File: src/rtl/fifo_word_packer.sv
// fifo_word_packer: pops WIDTH-bit FIFO words and packs RATIO of them into one valid/ready output word, with flush.
module fifo_word_packer #(
    parameter int WIDTH = 8,
    parameter int RATIO = 4
) (
    input  logic                       clk,
    input  logic                       rst,
    input  logic                       fifo_empty,
    input  logic [WIDTH-1:0]           fifo_data,
    output logic                       fifo_rd,
    input  logic                       flush,
    output logic                       flush_done,
    output logic                       out_valid,
    input  logic                       out_ready,
    output logic [WIDTH*RATIO-1:0]     out_data,
    output logic [$clog2(RATIO+1)-1:0] out_count,
    output logic                       out_last,
    output logic                       busy
);
    localparam int CW = $clog2(RATIO + 1);
    localparam int IW = $clog2(RATIO);
    typedef enum logic [1:0] {FILL, DRAIN, EMIT} state_t;
    state_t state, state_nx;
    logic [WIDTH-1:0] acc [RATIO];
    logic [CW-1:0] acc_count, base;
    logic [WIDTH*RATIO-1:0] packed_w;
    logic inflight, free, full, load, done_nx;
    assign full = acc_count == CW'(RATIO);
    assign free = !out_valid || out_ready;
    assign load = free && (full || (state == EMIT && acc_count != '0));
    // a word landing on the same edge as a load restarts the accumulator at slot 0
    assign base = load ? '0 : acc_count;
    assign fifo_rd = !rst && state == FILL && !fifo_empty && (int'(acc_count) + int'(inflight) < RATIO);
    assign busy = state != FILL || acc_count != '0 || inflight;
    always_comb begin
        packed_w = '0;
        for (int i = 0; i < RATIO; i++)
            packed_w[i*WIDTH +: WIDTH] = (i < int'(acc_count)) ? acc[i] : '0;
    end
    always_comb begin
        state_nx = state;
        done_nx = 1'b0;
        case (state)
            FILL:  state_nx = flush ? DRAIN : FILL;
            DRAIN: state_nx = inflight ? DRAIN : EMIT;
            EMIT: begin
                done_nx = acc_count == '0 || free;
                state_nx = done_nx ? FILL : EMIT;
            end
            default: state_nx = FILL;
        endcase
    end
    always_ff @(posedge clk) begin
        if (rst) begin
            state <= FILL;
            inflight <= 1'b0;
            acc_count <= '0;
            flush_done <= 1'b0;
            out_valid <= 1'b0;
            out_data <= '0;
            out_count <= '0;
            out_last <= 1'b0;
            for (int i = 0; i < RATIO; i++)
                acc[i] <= '0;
        end else begin
            state <= state_nx;
            flush_done <= done_nx;
            inflight <= fifo_rd;
            if (load) begin
                out_data <= packed_w;
                out_count <= acc_count;
                out_last <= state == EMIT && !full;
                out_valid <= 1'b1;
            end else if (out_ready) begin
                out_valid <= 1'b0;
            end
            if (inflight) begin
                acc[base[IW-1:0]] <= fifo_data;
                acc_count <= base + CW'(1);
            end else begin
                acc_count <= base;
            end
        end
    end
endmodule
File: config.mk
export PLATFORM = sky130hd
export DESIGN_NAME = fifo_word_packer
export DESIGN_NICKNAME = d
export VERILOG_FILES = /design/src/rtl/fifo_word_packer.sv
export SDC_FILE = /design/constraint.sdc
export NUM_CORES = 1
export LEC_CHECK = 0
export BUFFER_PORTS_ARGS = -buffer_cell sky130_fd_sc_hd__buf_2
export CORE_MARGIN = 1.5
export CORE_UTILIZATION = 50
export CTS_CLUSTER_DIAMETER = 150
export DETAILED_ROUTE_END_ITERATION = 10
export PLACE_DENSITY_LB_ADDON = 0.25
export SYNTH_ARGS = -nofsm -noshare
export SYNTH_HDL_FRONTEND = slang
export SYNTH_SLANG_ARGS = --single-unit
File: constraint.sdc
create_clock -name clk -period 1.9 [get_ports clk]
set_input_delay 0.19 -clock clk [delete_from_list [all_inputs] [get_ports clk]]
set_output_delay 0.19 -clock clk [all_outputs]
set_load 0.01 [all_outputs]
* Word-level counts from Yosys, hierarchy flattened *
Memory sizes are Yosys's and may differ from the RTL's. A register that Yosys moved wholly into a read port is not among the register bits.
Cells that the tools add are included.

word-level totals
  register bits after elaboration = 44
  RAM bits = 32
  bits of input ports = 13
  logic and storage cells = 62
  memories = 1

memories
  name  depth  width  read ports  clocked after memory_dff  wr ports  RTL line  source
  acc   4      8      4           1                         4         24        logic [WIDTH-1:0] acc [RATIO];

operators by class
  add/sub/neg operators = 2
  order comparisons = 5
  eq/ne operators = 3
  multiplexer cells = 20
  bitwise operators = 1
  reduce and logical (&&, ||, !) cells = 22

operators with widths
  kind                                                                   number
  8-bit 2-to-1 mux                                                       5
  1-bit 2-to-1 mux                                                       9
  8-bit OR reduction                                                     1
  1-bit logical AND                                                      6
  1-bit by 3-bit < comparator with 1-bit output, first input constant    2
  2-bit by 3-bit < comparator with 1-bit output, first input constant    2
  2-bit 2-to-1 mux                                                       3
  3-bit 2-to-1 mux                                                       2
  2-bit one-hot mux with 3 select lines                                  1
  1-bit logical OR                                                       5
  3-bit by 1-bit adder with 4-bit output                                 1
  1-bit logical NOT                                                      4
  4-bit by 3-bit < comparator with 1-bit output, second input constant   1
  2-bit nonzero test                                                     2
  3-bit by 1-bit adder with 3-bit output, second input constant          1
  3-bit equality test, second input constant                             1
  3-bit logical NOT                                                      1
  3-bit nonzero test                                                     1
  2-bit by 1-bit equality test with 1-bit output, second input constant  1
  2-bit equality test, second input constant                             1
  2-bit logical NOT                                                      1
  2-bit OR reduction                                                     1
  1-bit NOT                                                              1

* Depth between registers and ports, before layout *
  depth in word-level cells = 7
  mapped depth = 8
  depth with buffers taken out = 7

* Worst setup path before layout *
Ideal clock, no wire load.

  path type = register -> register
  from = reg out_valid
  to = mem acc[2][0], enable pin
  setup time = 0.375 ns
  arrival = 1.600 ns
  path slack = -0.075 ns
  stages on the path, launching flop included = 7
  path buffers = 2
  period minus slack after synthesis = 1.975 ns
  path through = dfxtp_1 > and2b_2 > clkbuf_2 > o21ai_2 > or2_1 > buf_2 > o21bai_1

RTL lines
  element                   RTL line  source
  start: declaration        13        output logic out_valid,
  start signal: assignment  59        out_valid <= 1'b0;
  start signal: assignment  73        out_valid <= 1'b1;
  start signal: assignment  75        out_valid <= 1'b0;
  end: declaration          24

* Worst setup path after layout *
  from = reg acc_count[2]
  to = out fifo_rd

on the way
  cells in the longest elaborated chain, start to end = 3

ends and longest elaborated chain
  element                                        RTL line  source
  start: declaration                             25        logic [CW-1:0] acc_count, base;
  start signal: assignment                       79        acc_count <= base + CW'(1);
  start signal: assignment                       81        acc_count <= base;
  3-bit by 1-bit adder with 4-bit output         33        assign fifo_rd = !rst && state == FILL && !fifo_empty && (int'(acc_count) + int'(inflight) < RATIO);
  4-bit by 3-bit < comparator with 1-bit output  33
  1-bit logical AND                              33
  end: declaration                               10        output logic fifo_rd,

No other way between the ends.

==> metrics.csv <==
stage,metric,value,unit
place,place_hpwl,4306,µm
logic_synthesis,syn-cell-area,3083,µm²
setup_path,reg2reg_depth,4,
setup_path,critical_path.startpoint,acc_count[2]$_SDFF_PP0_,
pwr,p_total,0.003348,W
setup_path,required,1710,ps
setup_path,end_kind,output pin,
logic_synthesis,ys_seq_elements,76,
clock_network,holdBufCountCts,0,
cells_and_area,mostFrequentLayoutCells,"52 x buf_2, 43 x dfxtp_1, 33 x nor2_1",
place,routabilityCongestion,0.8553,
routing,routedWlPerCell,14.81,µm
global_route,grt_max_degree,41,
setup_path,crit_fanout,8,
cells_and_area,drive_gt1_share,28.90,%
logic_synthesis,synth_edf_count,32,
clock_network,cts_sinks,76,
global_route,grt_pass1_vias,2163,
floorplan,io_pins,53,
pwr,p_per_area,917.5,nW/µm²
logic_synthesis,yosysSeqAreaShare,59.74,%
cells_and_area,final_common_cell,buf_2,
cells_and_area,antennaDiodeCount,0,
sta,slew_headroom,64.22,%
floorplan,die_x,81.53,µm
floorplan,rows,28,
cells_and_area,fin_nets,362,
setup_path,cp-start-kind,register,
logic_synthesis,synth_cells,299,
logic_synthesis,synth.avg_cell_area,10.31,µm²
sta,setup_viol,0,
min_path,min_from,fifo_empty,
place,dpl.cell_count,411,
sta,fmax,0.5420,GHz
setup_path,arrival,1660,ps
sta,rsz0062_at_grt,false,
routing,first_pass_iters,4,
sta,slew_violations,0,
place,dp_worst_setup_slack,33.22,ps
sta,hold-worst-slack,34.80,ps
sta,finalCritPeriodShare,97.11,%
cells_and_area,regArea,1846,µm²
min_path,hp-class,input port to register,
logic_synthesis,async_flop_share,0,%
clock_network,tritoncts,built,
logic_synthesis,ys_types,41,
setup_path,crit_type,register to output pin,
cells_and_area,area_delta_synth_final,18.34,%
routing,drt-total-wl,6338,µm
status,status,"finished, final reports clean",
global_route,overflow,0,
setup_path,r2r_start,state[0]$_SDFF_PP0_,
clock_network,clk_latency,340,ps
routing,viasPerCell,5.383,
floorplan,initial_core_util,52.07,%
sta,hold_violations,0,
logic_synthesis,syn-num-nets,313,
sta,fin_setup_tns,0,ps
cells_and_area,layoutNonFillerInstCount,428,
sta,worst_slack,54.92,ps
clock_network,clk_transition_reported_paths,70,ps
clock_network,h-tree-depth,3,
run,max_cap_viol_count,0,
place,io_buffer_count,52,
min_path,hold_depth,2,
cells_and_area,multi_input_area,1097,µm²
routing,drcViolationCount,0,
global_route,antenna_found_initial,0,
routing,vias,2304,
cells_and_area,fillers,503,
pwr,ir_worst_vdd,0.0006317,V
global_route,track_usage,20.98,%
logic_synthesis,synth_ff_type,dfxtp_1,
clock_network,numCtsBuffers,9,
sta,min_period,1845,ps
floorplan,core_area,5921,µm²
sta,clock-skew-final,8.479,ps
clock_network,cts_buffer_depth,2,
floorplan,die_area,6646,µm²
routing,postRouteAntennaNets,0,
logic_synthesis,ys_warn_count,0,
pwr,p_leak,1.491,nW
clock_network,cts-root-buf,clkbuf_8,
floorplan,fp.dieH,81.53,µm
global_route,grt_pass1_wl,10270,µm
routing,drt_iter0_drc,113,
sta,tightest_slew,534.8,ps
[worst paths after layout]
check | to | slack (ps)
worst min register to register | out_data[19]$_SDFFE_PP0P_ | 470
worst max-delay path | fifo_rd | 50
worst max register to register | acc[1][2]$_SDFFCE_PN0P_ | 230
worst min-delay path | inflight$_SDFF_PP0_ | 30
[critical path, cell delays in order, from the launching register on]
cell and delay [ps]:
dfxtp_4 340, buf_4 160, or3_4 400, nor4_2 250, buf_2 170
[state kept, by name, summed over array words and instances (netlist names)]
name        flops
flush_done      1
state           2
out_valid       1
out_last        1
out_data       32
acc            32
acc_count       3
inflight        1
out_count       3
[cell usage after synthesis (all sizes together), types with 3 or more instances]
library cell | instances | area, µm²
a21oi | 24 | 123.9
buf | 13 | 90.09
clkbuf | 11 | 43.79
dfxtp | 44 | 880.8
edfxtp | 32 | 960.9
inv | 11 | 41.29
nand2 | 11 | 41.29
nand2b | 18 | 112.6
nand3 | 12 | 60.06
nand4 | 24 | 150.1
nor2 | 36 | 147.6
nor3 | 3 | 15.01
o21ai | 38 | 231.5
o21bai | 3 | 22.52
[layer usage]
| metal | wire (µm) | up-vias | track usage, % | share of wire [%] |
|---|---|---|---|---|
| met5 | 0 | - | 0 | 0 |
| li1 | - | 1156 | - | - |
| met4 | 116 | 0 | 7.759 | 1.8 |
| met1 | 2812 | 1071 | 27.55 | 44 |
| met3 | 394 | 11 | 4.444 | 6.2 |
| met2 | 3014 | 66 | 34.13 | 48 |
[cell families (layout without fill, tap and decap cells)]
kind of cell | count (synthesis) | after routing | share of synthesized area (%)
buf+inv | 35 | 89 | 5.682
flops | 76 | 76 | 59.74
xor+xnor | 1 | 1 | 0.2841
compound gates | 70 | 70 | 13.56
fa+ha+maj | 1 | 1 | 0.4058
mux | 3 | 3 | 1.258
simple gates | 113 | 113 | 19.08
[final cells by class]
class                   instances  share of cell area, %
clock buffers                  12                  4.561
clock inverters                 4                  1.886
inverters                      11                  1.132
multi-input cells             188                  30.08
flip-flops and latches         76                  50.58
well taps                      75                  2.572
repair buffers                 62                  9.191
[power breakdown]
part           switching [W]  total, W  internal [W]
registers          0.0000227   0.00176       0.00174
logic               0.000106  0.000171     0.0000642
clock network       0.000563   0.00141      0.000850
total               0.000692   0.00335       0.00266
[through the flow]
step | utilization (%) | instance area [µm²]
4_1_cts | 61.31 | 3630
3_3_place_gp | 57.06 | 3378
3_5_place_dp | 57.06 | 3378
6_report | 61.62 | 3649
2_1_floorplan | - | 3090
5_1_grt | 61.62 | 3649
[repair_timing]
action / CTS / global route
endpoints found under the hold margin: 0 / 0
setup buffers: 1 / 0
pin swaps: 1 / 0
setup endpoints to repair: 2 / 15
resized for setup: 3 / 3
Note: power is estimated with default switching activity, not from simulation.
